===== config.mk =====
export PLATFORM = sky130hd
export DESIGN_NAME = depacketizer_da_stream
export DESIGN_NICKNAME = d
export VERILOG_FILES = /design/src/rtl/depacketizer_da_stream.sv
export SDC_FILE = /design/constraint.sdc
export NUM_CORES = 1
export LEC_CHECK = 0
export CAP_MARGIN = 20
export CORE_AREA = 10 10 156 158
export DETAILED_ROUTE_END_ITERATION = 12
export DIE_AREA = 0 0 166 168
export PLACE_DENSITY = 0.57
export SLEW_MARGIN = 10
export SYNTH_ARGS = -nofsm -noshare
export SYNTH_HDL_FRONTEND = slang
export SYNTH_SLANG_ARGS = --single-unit

===== constraint.sdc =====
create_clock -name clk -period 3.9 [get_ports clk]
set_input_delay 0.975 -clock clk [delete_from_list [all_inputs] [get_ports clk]]
set_output_delay 0.975 -clock clk [all_outputs]
set_load 0.01 [all_outputs]

===== src/rtl/depacketizer_da_stream.sv =====
// Flit-serial dest-append depacketizer: reassembles NoC packets, extracts the
// return destination/VC from the head payload and queues packets in a show-ahead FIFO.
module depacketizer_da_stream #(
  parameter int WIDTH_FLIT       = 36,
  parameter int ADDRESS_WIDTH    = 4,
  parameter int VC_ADDRESS_WIDTH = 1,
  parameter int NUM_FLITS        = 2,
  parameter int WIDTH_DATA       = 48,
  parameter int DEPTH            = 2
) (
  input  logic                        clk,
  input  logic                        rst,
  input  logic [WIDTH_FLIT-1:0]       data_in,
  input  logic                        valid_in,
  output logic                        ready_out,
  output logic [WIDTH_DATA-1:0]       data_out,
  output logic [ADDRESS_WIDTH-1:0]    dst_out,
  output logic [VC_ADDRESS_WIDTH-1:0] vc_out,
  output logic                        valid_out,
  input  logic                        ready_in,
  output logic                        err_out
);

  localparam int PW      = WIDTH_FLIT - 3 - ADDRESS_WIDTH - VC_ADDRESS_WIDTH;
  localparam int ASM_W   = NUM_FLITS * PW;
  localparam int ENTRY_W = ADDRESS_WIDTH + VC_ADDRESS_WIDTH + WIDTH_DATA;
  localparam int IDX_W   = $clog2(NUM_FLITS + 1);
  localparam int PTR_W   = (DEPTH > 1) ? $clog2(DEPTH) : 1;
  localparam int CNT_W   = $clog2(DEPTH + 1);

  typedef enum logic {S_IDLE, S_ASSEMBLE} state_t;

  state_t              r_state, w_state_next;
  logic [IDX_W-1:0]    r_idx, w_idx_next;
  logic [ASM_W-1:0]    r_asm, w_asm_next;
  logic                r_err, w_err_next;
  logic                w_push, w_pop, w_accept;

  logic                w_flit_v, w_h, w_t;
  logic [PW-1:0]       w_payload;
  logic                w_unused;

  assign w_flit_v  = data_in[WIDTH_FLIT-1];
  assign w_h       = data_in[WIDTH_FLIT-2];
  assign w_t       = data_in[WIDTH_FLIT-3];
  assign w_payload = data_in[PW-1:0];
  // Routing dest/VC fields only matter to the network, not to reassembly.
  assign w_unused  = &{1'b0, data_in[WIDTH_FLIT-4 -: ADDRESS_WIDTH + VC_ADDRESS_WIDTH]};

  assign w_accept  = valid_in & ready_out & w_flit_v;

  always_comb begin
    w_state_next = r_state;
    w_idx_next   = r_idx;
    w_asm_next   = r_asm;
    w_err_next   = 1'b0;
    w_push       = 1'b0;
    if (w_accept) begin
      if (r_state == S_IDLE || w_h) begin
        // A head arriving mid-packet abandons the partial packet and restarts.
        if (r_state == S_ASSEMBLE) w_err_next = 1'b1;
        if (w_h) begin
          w_asm_next = '0;
          w_asm_next[ASM_W-1 -: PW] = w_payload;
          if (w_t) begin
            w_push       = 1'b1;
            w_state_next = S_IDLE;
            w_idx_next   = '0;
          end else begin
            w_state_next = S_ASSEMBLE;
            w_idx_next   = IDX_W'(1);
          end
        end else begin
          w_err_next = 1'b1;
        end
      end else begin
        if (r_idx < IDX_W'(NUM_FLITS)) begin
          for (int k = 1; k < NUM_FLITS; k++) begin
            if (r_idx == IDX_W'(k)) w_asm_next[ASM_W-1-k*PW -: PW] = w_payload;
          end
          w_idx_next = r_idx + IDX_W'(1);
        end else begin
          w_err_next = 1'b1;
        end
        if (w_t) begin
          w_push       = 1'b1;
          w_state_next = S_IDLE;
          w_idx_next   = '0;
        end
      end
    end
  end

  always_ff @(posedge clk) begin
    if (rst) begin
      r_state <= S_IDLE;
      r_idx   <= '0;
      r_asm   <= '0;
      r_err   <= 1'b0;
    end else begin
      r_state <= w_state_next;
      r_idx   <= w_idx_next;
      r_asm   <= w_asm_next;
      r_err   <= w_err_next;
    end
  end

  logic [ENTRY_W-1:0] r_mem [DEPTH];
  logic [PTR_W-1:0]   r_wr_ptr, r_rd_ptr;
  logic [CNT_W-1:0]   r_count;
  logic [ENTRY_W-1:0] w_head;

  function automatic logic [PTR_W-1:0] ptr_inc(input logic [PTR_W-1:0] p);
    return (p == PTR_W'(DEPTH - 1)) ? '0 : p + PTR_W'(1);
  endfunction

  assign w_pop = valid_out & ready_in;

  always_ff @(posedge clk) begin
    if (w_push) r_mem[r_wr_ptr] <= w_asm_next[ASM_W-1 -: ENTRY_W];
  end

  always_ff @(posedge clk) begin
    if (rst) begin
      r_wr_ptr <= '0;
      r_rd_ptr <= '0;
      r_count  <= '0;
    end else begin
      if (w_push) r_wr_ptr <= ptr_inc(r_wr_ptr);
      if (w_pop)  r_rd_ptr <= ptr_inc(r_rd_ptr);
      case ({w_push, w_pop})
        2'b10:   r_count <= r_count + CNT_W'(1);
        2'b01:   r_count <= r_count - CNT_W'(1);
        default: r_count <= r_count;
      endcase
    end
  end

  assign valid_out = (r_count != '0);
  assign ready_out = (r_count != CNT_W'(DEPTH));
  // Mask the head so outputs read zero whenever the FIFO is empty.
  assign w_head    = valid_out ? r_mem[r_rd_ptr] : '0;
  assign dst_out   = w_head[ENTRY_W-1 -: ADDRESS_WIDTH];
  assign vc_out    = w_head[ENTRY_W-1-ADDRESS_WIDTH -: VC_ADDRESS_WIDTH];
  assign data_out  = w_head[WIDTH_DATA-1:0];
  assign err_out   = r_err;

endmodule

# [Word level (Yosys, flattened, before mapping)]
# Memories as Yosys holds them, arrays and structs flattened. A register that Yosys moved wholly into a read port is not among the register bits.
# Index checks and enable logic that the tools add are counted.
[totals] ff_bits=64 mem_bits_rw=106 in_bits=40 out_inout_bits=56 memories=1
[memory_table] name="r_mem" words=2 word_bits=53 rd=1 rd_clocked_by_memory_dff=1 wr=1 line="108" source="logic [ENTRY_W-1:0] r_mem [DEPTH];"
[op_classes] addsub=5 magnitude_cmp=1 eq_ne=5 n_mux=31 n_bitwise=5 n_reduce_logical=11
[op_table] cell="28-bit two-way mux" n=4
[op_table] cell="56-bit two-way mux" n=2
[op_table] cell="53-bit two-way mux" n=1
[op_table] cell="1-bit two-way mux" n=19
[op_table] cell="2-bit nonzero test" n=5
[op_table] cell="2-bit two-way mux" n=4
[op_table] cell="3-bit AND reduction" n=2
[op_table] cell="2-bit by 1-bit adder with 2-bit output, second input constant" n=2
[op_table] cell="2-bit by 1-bit equality test with 1-bit output, second input constant" n=2
[op_table] cell="2-bit inequality test, second input constant" n=2
[op_table] cell="2-bit one-hot mux with 2 select lines" n=1
[op_table] cell="4-bit AND reduction" n=1
[op_table] cell="1-bit bitwise AND" n=3
[op_table] cell="3-bit nonzero test" n=1
[op_table] cell="1-bit adder, second input constant" n=2
[op_table] cell="2-bit equality test, second input constant" n=1
[op_table] cell="2-bit less-than comparator, second input constant" n=1
[op_table] cell="1-bit NOT" n=2
[op_table] cell="2-bit OR reduction" n=1
[op_table] cell="2-bit by 1-bit subtractor with 2-bit output, second input constant" n=1
[op_table] cell="1-bit logical OR" n=1

# [Logic depth before layout (Yosys ltp)]
[logic_depth] ltp_word=6 mapped_depth=8

# [Least setup slack after synthesis]
# OpenSTA, ideal clock, no wires.
[synth_path] kind="input port to flip-flop" from="in data_in[35]" to="mem r_mem[0][0] in the netlist's numbering (enable)" arrival_time_ns=3.545 path_slack_ns=-0.109 path_stages=3 path_cell_list="and2_1 o2111ai_2 nor2_1"
[synth_via] elab_chain_cells=4
[synth_rtl] item="start: declaration" line="13" source="input logic [WIDTH_FLIT-1:0] data_in,"
[synth_rtl] item="1-bit bitwise AND" line="50" source="assign w_accept = valid_in & ready_out & w_flit_v;"
[synth_rtl] item="1-bit two-way mux" line="58" source="if (w_accept) begin"
[synth_rtl] item="1-bit two-way mux" line="120" source="if (w_push) r_mem[r_wr_ptr] <= w_asm_next[ASM_W-1 -: ENTRY_W];"
[synth_rtl] item="1-bit two-way mux (implied by the code)" line="120"
[synth_rtl] item="end: declaration" line="108"
# No other way between the ends.

==> flow_results.org <==
** Critical path
- The startpoint identified for the worst register-to-register timing path is r_count[0].
- Type of element capturing the critical path :: output port
- Data arrival time at the worst-slack endpoint :: 2330 ps
- In this run the register-to-register setup slack is 1370 ps.
- Among cell families on the critical path, the largest total delay comes from buffers and inverters.
- The critical path goes through buf_4 > mux2i_1 > nor2_1 > clkdlybuf4s50_1.
- For the worst setup path, the data required time is 2920 ps.
- In this run the number of cells on the critical path is 4.
- On the critical path, the stage with the largest delay is an instance of dfxtp_4.
- The worst register-to-register path has a depth of 7.
- The endpoint identified for the worst register-to-register timing path is r_count[1].
- Along the worst path, the maximum fanout reaches 31.
- In this run the worst setup path terminates at data_out[39].
- WP buf/inv :: 2
- The setup path with the least slack is of type reg -> out.
- Critical path startpoint category :: flip-flop
- CP max stage delay :: 750 ps

** Timing
- Final Cycle Share :: 84.73%
- Fin. Hold Viols :: 0
- Setup repair after global routing missed its margin :: false
- Final period demand of the worst path :: 3305 ps
- Fmax :: 302.6 MHz
- At the pin with the least slew margin, the transition time is 924.1 ps.
- Setup violation total in the final timing report :: 0
- Setup Skew :: 14.89 ps
- Count of pins over their slew limit :: 0
- For the final routed database, the setup TNS stands at 0 ps.
- In this run the tightest slew margin relative to its limit is 38.33%.
- Final worst hold slack :: 481.4 ps

** Cells and area
- At the end of the flow, the number of nets in the layout was 724.
- Layout cell share with drive strength beyond 1 :: 8.345%
- Relative to the synthesized area, the layout overhead comes to 23.45%.
- Util after Layout :: 41.91%
- The number of antenna diodes in the final layout is 0.

** Drt
- Vias after detailed routing :: 5384
- Post-route DRC :: 0
- The final layout contains routed wiring with a total length of 18930 µm.
- For this run, the detailed router's first-pass iteration total came to 5.
- Vias per inst :: 5.522
- Number of DRC markers in iteration 0 :: 513
- Once detail routing completed, the nets flagged for antenna violations numbered 0.
- Average wire length per cell after detail routing :: 19.42 µm

** Placed design
- Once detailed placement completed, the half-perimeter wirelength came to 12740 µm.
- Placer congestion estimate :: 0.7921
- Count of input and output buffers :: 90

** GRT
- Number of antenna violations at the first check in global routing :: 1
- Global routing consumed, over all layers together, 13.38% of the routing resources.
- The first global-routing pass estimated 30150 µm of wire.
- Overflow left after global routing :: 0
- Via count of the first global-routing pass :: 5451
- Entering global routing, the biggest net connects 84 pins.

** Power
- Power per cell area :: 472.3 mW/mm²
- Worst voltage drop across the vdd grid :: 292.4 µV
- Summing internal, switching and leakage power gives 0.004240 W.
- For this design the static power due to leakage is 3.000 nW.

** Logic synthesis
- Area fraction of the dominant cell type after synthesis :: 43.77%
- Of the synthesized area, sequential elements account for 60.84%.
- The netlist uses 34 different library cells.
- Async SR Flop Fraction :: 0%
- Mean Syn Cell Area :: 11.69 µm²
- Cell area after synthesis :: 0.007272 mm²
- Yosys mapped a number of flops with a built-in enable equal to 106.
- By instance count, the leading cell after synthesis is edfxtp_1.
- During synthesis, Yosys emitted a total of 0 warnings.
- Sorting the synthesized cells by how often they occur yields edfxtp_1, dfxtp_1, nor2_1.
- By area the synthesized netlist is led by edfxtp_1, dfxtp_1, mux2i_1.
- Synthesis produced a netlist whose cell count is 622.
- Biggest area consumer among synthesized cells :: edfxtp_1
- Synthesis produced a netlist with a net count of 664.
- Counting flops and latches in the post-synthesis netlist gives 168.
- Most frequently used flop master after synthesis :: edfxtp_1

** Floorplanning
- Number of top-level pins :: 96
- Rows :: 54
- Core footprint :: 0.02142 mm²
- The die is 168 µm tall.
- The initial utilization of the core area, before any placement, comes to 33.95%.
- The die covers 0.02789 mm².
- Die width :: 166 µm

** Clock tree
- H-tree Lvls :: 4
- CTS root buffer :: clkbuf_16
- After clock tree synthesis, the setup repair step added 0 buffers.
- CTS saw 168 sinks.
- TritonCTS built the clock tree.
- Clock-pin slew was measured on the worst setup and hold paths at 70 ps.
- The clock reaches the later pin of the worst-skew pair after 420 ps.
- PostCTS Resize Cnt :: 0
- CTS buffer count :: 17
- Buffers inserted to repair hold after CTS numbered 0.
- The clock passes through at most 2 buffers.

** Flow run
- Max-Cap Viols :: 0

** Min path
- The worst hold path belongs to the class reg -> reg.

** Outcome
- The flow ran to the end, and the final reports show no timing, DRC or antenna violations.
==> tightest hold or removal path: cells and delay by family (launching register included) <==
family / cells / cell delay, ps
flops: 1 / 300
compound gates: 2 / 140
==> worst min path at each step <==
stage / from / end / slack [ps] / cells after the start
after CTS: r_asm[48] / r_asm[48] / 480 / 2
after global routing: r_asm[43] / r_asm[43] / 500 / 2
after detailed placement: r_asm[50] / r_asm[50] / 470 / 2
after global placement: r_asm[40] / r_asm[40] / 470 / 2
after floorplan: r_asm[28] / r_asm[28] / 460 / 2
final: r_asm[48] / r_asm[48] / 480 / 2
==> final cells by class <==
cell class	count	area (µm²)
clock buffers	17	425.4
clock inverters	15	198.9
fillers	1984	12440
inverters	7	26.28
multi-input cells	382	2534
flip-flops and latches	168	4428
well taps	280	350.3
repair buffers	106	1015
==> power by group <==
part | switching, W | internal, W | total (W)
clock | 0.000691 | 0.00107 | 0.00176
sequential | 0.0000325 | 0.00191 | 0.00195
combinational | 0.000287 | 0.000243 | 0.000530
total | 0.00101 | 0.00323 | 0.00424
==> kinds of logic (layout without fill, tap and decap cells) <==
group	after synthesis	count (layout)	synth area share, %
buffers and inverters	72	145	4.783
adder cells (fa/ha/maj)	2	2	0.3441
AND/OR/NAND/NOR	157	157	10.44
flip-flops	168	168	60.84
multiplexers	54	54	7.450
XOR/XNOR	3	3	0.3614
AO/OA/AOI/OAI	166	166	15.78
==> layout by cell type, fill, tap and decap left out, types with 15 or more instances in the layout <==
| master | count |
|---|---|
| nand4_1 | 53 |
| buf_4 | 15 |
| mux2i_1 | 53 |
| o31ai_1 | 53 |
| nor2_1 | 59 |
| o21ai_0 | 28 |
| clkbuf_16 | 17 |
| a22oi_1 | 25 |
| edfxtp_1 | 106 |
| dfxtp_1 | 61 |
| a221oi_1 | 25 |
| nand2_1 | 29 |
| a21oi_1 | 30 |
| clkdlybuf4s50_1 | 88 |
==> per-layer routing <==
metal | share of wire [%] | global-route usage [%] | vias to the layer above
met4 | 1.5 | 4.815 | 0
met2 | 48 | 21.45 | 195
met1 | 44 | 16.73 | 2642
li1 | - | - | 2530
met5 | 0 | 0 | -
met3 | 6.5 | 4.051 | 17
==> sequential cells by signal (all words and copies together), names as in the netlist, named ones only <==
| register | flops |
|---|---|
| r_rd_ptr | 1 |
| r_idx | 2 |
| r_wr_ptr | 1 |
| err_out | 1 |
| r_asm | 53 |
| r_count | 2 |
| r_state | 1 |
| r_mem | 106 |
==> metrics by stage <==
stage | area (µm²) | cells | setup WS [ps]
floorplan | 7272 | 622 | -109.1
detailed placement | 8342 | 942 | 930.0
global route | 8977 | 975 | 466.0
finish | 8977 | 975 | 595.5
global placement | 8342 | 942 | 977.5
CTS | 8966 | 974 | 522.0
No activity file was read; power rests on OpenSTA's default activity.
